### config.mk
export PLATFORM = sky130hd
export DESIGN_NAME = nbit_down_timer_flat
export DESIGN_NICKNAME = d
export VERILOG_FILES = /design/src/rtl/nbit_down_timer_pkg.sv /design/src/rtl/nbit_down_timer_if.sv /design/src/rtl/nbit_down_timer.sv /design/src/flat_wrapper.sv
export SDC_FILE = /design/constraint.sdc
export NUM_CORES = 1
export LEC_CHECK = 0
export BUFFER_PORTS_ARGS = -buffer_cell sky130_fd_sc_hd__buf_2
export CELL_PAD_IN_SITES_DETAIL_PLACEMENT = 1
export CELL_PAD_IN_SITES_GLOBAL_PLACEMENT = 1
export CORE_MARGIN = 4
export CORE_UTILIZATION = 35
export CTS_CLUSTER_DIAMETER = 30
export CTS_CLUSTER_SIZE = 14
export DETAILED_ROUTE_END_ITERATION = 8
export PLACE_DENSITY_LB_ADDON = 0.1
export SLEW_MARGIN = 10
export SYNTH_ARGS = -nofsm -noshare
export SYNTH_HDL_FRONTEND = slang
export SYNTH_SLANG_ARGS = --single-unit
### constraint.sdc
create_clock -name CLK -period 1.9 [get_ports CLK]
set_input_delay 0.38 -clock CLK [delete_from_list [all_inputs] [get_ports CLK]]
set_output_delay 0.38 -clock CLK [all_outputs]
set_load 0.02 [all_outputs]
### src/rtl/nbit_down_timer_pkg.sv
// Shared types for the n-bit down timer.
package nbit_timer_pkg;

  typedef enum logic [1:0] {
    IDLE = 2'd0,
    RUN  = 2'd1,
    DONE = 2'd2
  } timer_state_t;

endpackage

### src/rtl/nbit_down_timer_if.sv
// Control/status bundle for the n-bit down timer; clock and reset stay outside.
interface nbit_down_timer_if #(parameter int SIZE = 8);

  logic            CE;
  logic            LOAD;
  logic [SIZE-1:0] LOAD_VAL;
  logic            START;
  logic            STOP;
  logic [SIZE-1:0] DOUT;
  logic            TC;
  logic            BUSY;

  modport master (
    output CE, LOAD, LOAD_VAL, START, STOP,
    input  DOUT, TC, BUSY
  );

  modport slave (
    input  CE, LOAD, LOAD_VAL, START, STOP,
    output DOUT, TC, BUSY
  );

endinterface

### src/rtl/nbit_down_timer.sv
// Loadable down-counter/timer with one-cycle terminal-count pulse.
// Define NBIT_DOWN_TIMER_AUTO_RELOAD_EN for periodic (auto-reload) operation.
module nbit_down_timer
  import nbit_timer_pkg::*;
#(
  parameter int SIZE = 8
) (
  input  logic               CLK,
  input  logic               RST_N,
  nbit_down_timer_if.slave   bus
);

  localparam logic [SIZE-1:0] ONE  = SIZE'(1);
  localparam logic [SIZE-1:0] ZERO = '0;

  timer_state_t    state, state_next;
  logic [SIZE-1:0] dout_q, dout_next;
  logic [SIZE-1:0] reload_q, reload_next;
  logic            tc_q, tc_next;
  logic            busy_q;

  always_ff @(posedge CLK or negedge RST_N) begin
    if (!RST_N) begin
      state    <= IDLE;
      dout_q   <= '0;
      reload_q <= '0;
      tc_q     <= 1'b0;
      busy_q   <= 1'b0;
    end else begin
      state    <= state_next;
      dout_q   <= dout_next;
      reload_q <= reload_next;
      tc_q     <= tc_next;
      busy_q   <= (state_next == RUN);
    end
  end

  // Strobes resolve in the order LOAD, STOP, START, then counting.
  always_comb begin
    state_next  = state;
    dout_next   = dout_q;
    reload_next = reload_q;
    tc_next     = 1'b0;

    if (bus.LOAD) begin
      dout_next   = bus.LOAD_VAL;
      reload_next = bus.LOAD_VAL;
      state_next  = IDLE;
    end else if (bus.STOP) begin
      if (state == RUN) begin
        state_next = IDLE;
      end
    end else if (bus.START && (state != RUN)) begin
      if (state == IDLE) begin
        if (dout_q != ZERO) begin
          state_next = RUN;
        end else begin
          state_next = DONE;
          tc_next    = 1'b1;
        end
      end else if (reload_q != ZERO) begin
        dout_next  = reload_q;
        state_next = RUN;
      end else begin
        tc_next = 1'b1;
      end
    end else if ((state == RUN) && bus.CE) begin
      if (dout_q > ONE) begin
        dout_next = dout_q - ONE;
      end else if (dout_q == ONE) begin
        tc_next = 1'b1;
`ifdef NBIT_DOWN_TIMER_AUTO_RELOAD_EN
        dout_next = reload_q;
`else
        dout_next  = ZERO;
        state_next = DONE;
`endif
      end
    end
  end

  assign bus.DOUT = dout_q;
  assign bus.TC   = tc_q;
  assign bus.BUSY = busy_q;

endmodule

### src/flat_wrapper.sv
// flat-port wrapper written by rule: the top's interface ports become plain ports
module nbit_down_timer_flat import nbit_timer_pkg::*;
#(
  parameter int SIZE = 8
)
  (CLK, RST_N, bus_CE, bus_LOAD, bus_LOAD_VAL, bus_START, bus_STOP, bus_DOUT, bus_TC, bus_BUSY);
  nbit_down_timer_if #(.SIZE(SIZE)) bus_i ();
  input  logic CLK;
  input  logic RST_N;
  input wire logic [$bits(bus_i.CE)-1:0] bus_CE;
  input wire logic [$bits(bus_i.LOAD)-1:0] bus_LOAD;
  input wire logic [$bits(bus_i.LOAD_VAL)-1:0] bus_LOAD_VAL;
  input wire logic [$bits(bus_i.START)-1:0] bus_START;
  input wire logic [$bits(bus_i.STOP)-1:0] bus_STOP;
  output wire logic [$bits(bus_i.DOUT)-1:0] bus_DOUT;
  output wire logic [$bits(bus_i.TC)-1:0] bus_TC;
  output wire logic [$bits(bus_i.BUSY)-1:0] bus_BUSY;
  assign bus_i.CE = bus_CE;
  assign bus_i.LOAD = bus_LOAD;
  assign bus_i.LOAD_VAL = bus_LOAD_VAL;
  assign bus_i.START = bus_START;
  assign bus_i.STOP = bus_STOP;
  assign bus_DOUT = bus_i.DOUT;
  assign bus_TC = bus_i.TC;
  assign bus_BUSY = bus_i.BUSY;
  nbit_down_timer #(.SIZE(SIZE)) u_core (.CLK(CLK), .RST_N(RST_N), .bus(bus_i));
endmodule
Word level (Yosys, flattened, before mapping)

Index checks and enable logic that the tools add are counted.

$add $sub $neg: 1
Order comparisons: 1
Equality and inequality tests: 7
Muxes and demuxes: 27
Reduce and logical (&&, ||, !) cells: 8

Operator list:

| cell                | number |
|---|---|
| $mux 8              | 8 |
| $mux 2              | 10 |
| $reduce_bool 8->1   | 2 |
| $mux 1              | 9 |
| $eq 8x1->1 const B  | 1 |
| $gt 8x1->1 const B  | 1 |
| $sub 8x1->8 const B | 1 |
| $ne 3x3->1 const B  | 2 |
| $reduce_and 5->1    | 1 |
| $eq 2x1->1 const B  | 2 |
| $reduce_bool 4->1   | 1 |
| $reduce_bool 3->1   | 1 |
| $logic_and 1x1->1   | 2 |
| $logic_not 2->1     | 1 |
| $ne 2x1->1 const B  | 1 |
| $ne 2x2->1 const B  | 1 |

Register bits: 20
Output and inout port bits: 10
Logic and storage cells: 49

Logic depth before layout (Yosys ltp)

Gate-level depths: netlist of run 1.

Depth in word-level cells: 8
Gate-level depth with buffers: 7
Gate-level depth less buffers: 7

Worst setup path after synthesis of run 1

OpenSTA, ideal clock, no wires.

Path kind: register to register
From: register u_core.dout_q[0], in the netlist u_core.bus.DOUT[0]
To: register u_core.dout_q[0], in the netlist u_core.bus.DOUT[0]
Library setup time: 0.125 ns
Arrival: 1.818 ns
Data required time: 1.775 ns
Setup slack: -0.043 ns
Cell stages (with the launch flop): 7
Path buffers: 1
Period minus slack after synthesis: 1.943 ns
Path through: dfrtp_1 -> inv_1 -> ha_1 -> clkbuf_1 -> a41oi_2 -> nor3_4 -> mux2_2

Longest elaborated chain between the ends: 6
Elaborated cells on any way between the ends: 10

Ends and longest elaborated chain:

| element                                          | line                                         | RTL |
|---|---|---|
| from (decl)                                      | nbit_down_timer.sv:17                        | `logic [SIZE-1:0] dout_q, dout_next;` |
| from (signal assigned)                           | nbit_down_timer.sv:31                        | `dout_q <= dout_next;` |
| $sub 8x1->8 / $gt 8x1->1 (equally long branches) | nbit_down_timer.sv:69, nbit_down_timer.sv:68 |  |
| $mux 8                                           | nbit_down_timer.sv:68                        | `if (dout_q > ONE) begin` |
| $mux 8                                           | nbit_down_timer.sv:67                        | `end else if ((state == RUN) && bus.CE) begin` |
| $mux 8                                           | nbit_down_timer.sv:53                        | `end else if (bus.START && (state != RUN)) begin` |
| $mux 8                                           | nbit_down_timer.sv:49                        | `end else if (bus.STOP) begin` |
| $mux 8                                           | nbit_down_timer.sv:45                        | `if (bus.LOAD) begin` |

Parallel ways exist; a longest one is shown, timed or not. The select of a mux whose other input is x is not followed.
A chain may end at the register's enable or synchronous reset.

Final worst setup path of run 1

From: register u_core.dout_q[6], in the netlist u_core.bus.DOUT[6]
To: register u_core.dout_q[3], in the netlist u_core.bus.DOUT[3]

Longest elaborated chain between the ends: 6
Elaborated cells on any way between the ends: 9

Ends and longest elaborated chain:

| element    | line |
|---|---|
| $gt 8x1->1 | nbit_down_timer.sv:68 |
| $mux 8     | nbit_down_timer.sv:68 |
| $mux 8     | nbit_down_timer.sv:67 |
| $mux 8     | nbit_down_timer.sv:53 |
| $mux 8     | nbit_down_timer.sv:49 |
| $mux 8     | nbit_down_timer.sv:45 |

Parallel ways exist; a longest one is shown, timed or not. The select of a mux whose other input is x is not followed.

==> summary.md, run 1 <==
| Metric | Value |
|---|---|
| Status | finished, violations left |
| Violated checks | negative hold slack |
| Die H | 67.2 µm |
| NumNets Final | 171 |
| Postcts setup bufs | 0 |
| Chip width | 67.2 µm |
| Crit path time final | 1.78 ns |
| Most common cell after layout, fill and taps aside | buf_2 |
| Post-route ant nets | 0 |
| Synth Net Count | 142 |
| Maximum fanout along the worst path | 7 |
| Fin. Hold Viols | 5 |
| Inserted Diodes | 0 |
| Pleak | 0.628 nW |
| Synth area leader | dfrtp_1 |
| Commonest cells after routing, fill and taps aside | buf_2 (23), dfrtp_1 (20), nand2_1 (14), inv_1 (10), nor2_1 (8) |
| Mapped cell area | 1230 µm² |
| Initial core utilization | 36.5% |
| Post-synthesis area per instance | 9.74 µm² |
| Total CTS buffers | 3 |
| Global-route wire length before repair | 5730 µm |
| Placer Congestion | 0.785 |
| WL met3 | 135 µm |
| CTS tree | done |
| Final setup fails | 0 |
| Pins Over Slew Limit | 0 |
| Detailed-route via count | 1125 |
| Largest net degree at the start of global routing | 21 |
| Worst-Margin Slew | 0.471 ns |
| Critical path class | flip-flop to flip-flop |
| Critical path data required time | 2.08 ns |
| RSZ-0062 raised after global routing | no |
| Total grt overflow | 0 |
| Clk sinks | 20 |
| Io pins | 24 |
| Area post-placement | 1430 µm² |
| VDD IR max | 0.348 mV |
| H-tree lvl count | 1 |
| Final WL | 3430 µm |
| Relative slew slack | 68.6% |
| Vias in the first global route | 1167 |
| Iter 0 DRT Violations | 79 |
| Placement Rows | 21 |
| Pwr/cell area | 787 nW/µm² |
| Sequential cell area | 500 µm² |
| Layout fillers | 410 |
| Clock slew at reported path FFs | 0.13 ns |
| Post-synth ARST share | 100% |
| Post-synth top flop | dfrtp_1 |
| Max clock buf depth | 2 |
| Yosys cell types | 43 |
| Max-Cap Viols | 0 |
| Initial DRT Pass Iterations | 4 |
| Max Clk Rate | 561 MHz |
| GRT Total Usage | 17.0% |
| Worst hold margin | -0.00491 ns |
| Worst skew pair latency | 0.31 ns |
| Area occupied by multi-input gates | 667 µm² |
| Final worst-path cycle share | 93.8% |
| Hold-fix buffers, CTS | 0 |
| Via-per-instance ratio | 5.63 |
| DRC violations left | 0 |
| Met2 wire length | 1670 µm |
| Clock skew | 0.00985 ns |
| Register area share after synthesis | 40.8% |
| Top cells by area, synth | dfrtp_1 (41%), mux2_2 (6.4%), nand2_1 (4.3%) |
| Area share of the largest cell type after synthesis | 40.8% |
| Layout area overhead | 19.5% |
| Design area | 1470 µm² |
| Post-DR wirelength/cell | 17.2 µm |
| Placeable Area | 3360 µm² |
| Overall Power | 1.15 mW |
| Register bit total from synthesis | 20 |
| Share of cells above drive strength 1 | 35.7% |
| Die area | 4520 µm² |
| Post-synth EDFFs | 0 |
| Initial antenna violation count | 0 |
| Critical Path AT | 1.96 ns |
| CP Launch Type | flip-flop |
| Synthesized instance count | 126 |
| Setup_tns | 0 ns |
| Crit. End Element | flip-flop |
| Met1 WL | 1600 µm |
| IO buf count | 23 |
| Post-DP HPWL | 2630 µm |
| Max layer used | met4 |
| Clk root buf | clkbuf_4 |
| Worst hold path class | input port to asynchronous set/reset pin |
| Warnings, synthesis | 0 |
==> repair_timing <==
action	CTS	global route
hold endpoints to repair	0	0
resized for setup	0	1
endpoints found under the setup margin	0	6
==> critical path, stage by stage (launching register included) <==
cell,delay [ns]
dfrtp_1,0.46
nor3_4,0.32
nand2_2,0.16
o21a_4,0.28
a222oi_1,0.28
o32ai_1,0.15
==> where the power goes <==
group / switching [mW] / total [mW] / internal [mW]
Combinational: 0.214 / 0.362 / 0.148
Sequential: 0.0580 / 0.530 / 0.472
Clock: 0.145 / 0.262 / 0.117
==> registers in the layout (all words and copies together) (netlist names) <==
| signal | cells |
|---|---|
| u_core.bus.BUSY | 1 |
| u_core.bus.DOUT | 8 |
| u_core.bus.TC | 1 |
| u_core.reload_q | 8 |
| u_core.state | 2 |
==> through the flow <==
step | hold WS [ns] | util (%) | cells | setup slack (ns)
2_1_floorplan | 0.0844 | - | 126 | 0.0894
3_3_place_gp | 0.361 | 42.4 | 196 | 0.155
3_5_place_dp | 0.374 | 42.4 | 196 | 0.132
4_1_cts | 0.0200 | 43.5 | 200 | 0.106
5_1_grt | 0.0258 | 43.6 | 200 | 0.00113
6_report | -0.00491 | 43.6 | 200 | 0.118
==> worst paths after layout <==
| check | end | depth (start not counted) | from | slack (ns) |
|---|---|---|---|---|
| max in group asynchronous | u_core.bus.DOUT[0] | 1 | RST_N | 1.57 |
| worst min register to register | u_core.reload_q[1] | 2 | u_core.reload_q[1] | 0.54 |
| min in group CLK | u_core.reload_q[1] | 3 | bus_LOAD_VAL[1] | 0.28 |
| worst max-delay path | u_core.bus.DOUT[3] | 5 | u_core.bus.DOUT[6] | 0.12 |
| worst min-delay path | u_core.bus.TC | 1 | RST_N | -0.005 |
| worst max register to register | u_core.bus.DOUT[3] | 5 | u_core.bus.DOUT[6] | 0.12 |
==> metal layers <==
metal / vias up / GRT usage (%)
li1: 527 / -
met1: 572 / 22.3
met2: 22 / 28.5
met3: 4 / 2.50
met4: 0 / 5.82
met5: - / 0
==> cell usage after synthesis (2+ instances only) <==
master,count
clkbuf_1,4
inv_1,10
o22ai_1,2
ha_1,2
nand4_1,2
a222oi_1,2
o21ai_0,6
nor4_1,2
nor2_1,8
a21oi_1,5
nor3_4,3
nor4_2,2
o221ai_1,2
nand3_1,5
nand2_1,14
a31oi_1,3
mux2_2,7
buf_2,2
dfrtp_1,20
o32ai_1,2
==> cells by family after synthesis <==
kind of cell,Yosys count,share of synthesized area [%]
AO/OA/AOI/OAI,34,21.4
adder cells (fa/ha/maj),2,2.04
buffers and inverters,16,5.10
flip-flops,20,40.8
multiplexers,8,7.24
AND/OR/NAND/NOR,46,23.4
==> cell type report <==
| type | instances | area share [%] |
|---|---|---|
| sequential | 20 | 34.1 |
| multi-input combinational | 90 | 45.5 |
| tap | 46 | 3.92 |
| timing repair buffer | 30 | 11.4 |
| clock buffer | 4 | 2.47 |
| inverter | 10 | 2.56 |
No activity file was read; power rests on OpenSTA's default activity.
==> inputs of run 2 (changes only) <==
CORE_ASPECT_RATIO = 0.75   (was default)
CORE_UTILIZATION = 37   (was 35)
MAX_ROUTING_LAYER = met4   (was default)
==> summary.md, run 2 (same netlist as run 1, synthesis figures left out) <==
| Metric | Value |
|---|---|
| Status | finished clean |
| Initial DRT Pass Iterations | 4 (unchanged) |
| Placer Congestion | 0.787 (+0.28%) |
| RSZ-0062 raised after global routing | yes |
| Share of cells above drive strength 1 | 34.9% (-0.85 points) |
| Pins Over Slew Limit | 0 (unchanged) |
| Most common cell after layout, fill and taps aside | buf_2 |
| Maximum fanout along the worst path | 6 (-1) |
| VDD IR max | 0.393 mV (+13%) |
| Post-DR wirelength/cell | 17.8 µm (+3.8%) |
| Final setup fails | 0 (unchanged) |
| Die H | 57.9 µm (-14%) |
| Crit-path cells | buf_4 -> ha_1 -> inv_1 -> a41oi_2 -> nor3_4 -> mux2_2 |
| Crit. End Element | flip-flop |
| Global-route wire length before repair | 5370 µm (-6.4%) |
| Total grt overflow | 0 (unchanged) |
| Clock skew | 0.00363 ns (-0.00623 ns) |
| Clk sinks | 20 (unchanged) |
| Area occupied by multi-input gates | 692 µm² (+3.8%) |
| Worst-Margin Slew | 0.452 ns (-0.0186 ns) |
| Total CTS buffers | 3 (unchanged) |
| Layout fillers | 366 (-11%) |
| Via-per-instance ratio | 5.75 (+2.2%) |
| Commonest cells after routing, fill and taps aside | buf_2 (23), dfrtp_1 (20), nand2_1 (14), inv_1 (10), nor2_1 (8) |
| Critical Path AT | 1.93 ns (-0.03 ns) |
| Post-DP HPWL | 2510 µm (-4.3%) |
| Worst hold margin | 0.0614 ns (+0.0663 ns) |
| Final std cells w/o fill | 190 (-5.0%) |
| CTS tree | done |
| Pleak | 0.638 nW (+1.5%) |
| GRT Total Usage | 16.9% (-0.12 points) |
| CP max-delay cell | dfrtp_1 |
| Detailed-route via count | 1092 (-2.9%) |
| Pwr/cell area | 801 nW/µm² (+1.8%) |
| Fin. Hold Viols | 0 (-5) |
| Inserted Diodes | 0 (unchanged) |
| DRC violations left | 0 (unchanged) |
| CP max stage delay | 0.39 ns (-0.07 ns) |
| CP Launch Type | flip-flop |
| Initial core utilization | 40.1% (+3.6 points) |
| Worst skew pair latency | 0.26 ns (-0.05 ns) |
| Critical path class | flip-flop to flip-flop |
| Setup slack, reg-to-reg | 0.12 ns (about the same) |
| Vias in the first global route | 1043 (-11%) |
| Max Clk Rate | 561 MHz (about the same) |
| Layout area overhead | 20.5% |
| Max clock buf depth | 2 (unchanged) |
| Clock slew at reported path FFs | 0.07 ns (-0.06 ns) |
| Relative slew slack | 69.9% (+1.2 points) |
| Crit path time final | 1.78 ns (+0.00129 ns) |
| Worst hold path class | input port to asynchronous set/reset pin |
| NumNets Final | 170 (-0.58%) |
| Chip width | 74.5 µm (+11%) |
| Initial antenna violation count | 0 (unchanged) |
| Placement Rows | 17 (-19%) |
| Final worst-path cycle share | 93.9% (about the same) |
| Post-route ant nets | 0 (unchanged) |
| Crit path max-delay family | flip-flops |
| Sequential cell area | 500 µm² (unchanged) |
| Postcts setup bufs | 0 (unchanged) |
| Placed cells | 187 (-4.6%) |
| Max-Cap Viols | 0 (unchanged) |
| Iter 0 DRT Violations | 84 (+6.3%) |
| IO buf count | 23 (unchanged) |
| Critical path data required time | 2.05 ns (-0.03 ns) |
| H-tree lvl count | 1 (unchanged) |
| Final WL | 3380 µm (-1.4%) |
| Placeable Area | 3060 µm² (-8.9%) |
| Die area | 4310 µm² (-4.6%) |
| Largest net degree at the start of global routing | 21 (unchanged) |
| CP Buf/Inv Count | 2 (+2) |
| Io pins | 24 (unchanged) |
| Clk root buf | clkbuf_8 |
==> run 2: changes by cell type in the layout (fill, tap and decap cells not counted), sizes merged <==
cell,delta
buf,-1
clkbuf,-1
==> run 2: layout make-up <==
type                       count  area share [%]
inverter                      10            2.54
multi-input combinational     90            46.8
sequential                    20            33.8
tap                           38            3.21
timing repair buffer          29            10.8
clock buffer                   3            2.79
==> run 2: worst paths after layout <==
kind                                    start                 end  cells past startpoint
min in group CLK              bus_LOAD_VAL[0]  u_core.reload_q[0]                      3
max                        u_core.bus.DOUT[0]  u_core.bus.DOUT[1]                      6
min reg2reg                u_core.reload_q[0]  u_core.reload_q[0]                      2
max reg2reg                u_core.bus.DOUT[0]  u_core.bus.DOUT[1]                      6
min                                     RST_N     u_core.bus.BUSY                      1
max in group asynchronous               RST_N     u_core.state[0]                      1
==> run 2: worst reg2reg max path, cell delays in order, from the launching register on <==
cell and delay (ns):
dfrtp_1 0.39, buf_4 0.16, ha_1 0.24, inv_1 0.11, a41oi_2 0.15, nor3_4 0.26
mux2_2 0.37
==> run 2: timing repair <==
action / 4_1_cts / 5_1_grt
endpoints found under the setup margin: 2 / 10
resized for setup: 1 / 6
pin swaps: 0 / 3
hold buffers: 0 / 0
==> run 2: per-layer routing <==
metal  wire length, µm  vias to the layer above  part of all wire, %  track usage, %
li1                  -                      526                    -               -
met1              1570                      535                   46            24.5
met2              1600                       29                   47            23.7
met3               197                        2                  5.8            4.33
met4                19                        0                 0.56            3.30
met5                 0                        -                    0               -
==> run 2: per-stage QoR <==
step                      util, %  total power [mW]  cell area (µm²)  setup WS, ns  setup TNS (ns)
after floorplan                 -             0.757             1230        0.0894               0
after global placement       46.0             0.879             1410        0.0698               0
after detailed placement     46.0             0.888             1410       -0.0206         -0.0380
after CTS                    47.4              1.17             1450        0.0196               0
after global routing         48.3              1.26             1480       -0.0114         -0.0191
final                        48.3              1.18             1480         0.117               0
==> run 2: report_power, final <==
part           internal, mW  switching [mW]  leakage [nW]
Sequential            0.473          0.0630         0.245
Clock                 0.141           0.136        0.0216
Combinational         0.152           0.218         0.371
Total                 0.766           0.418         0.638
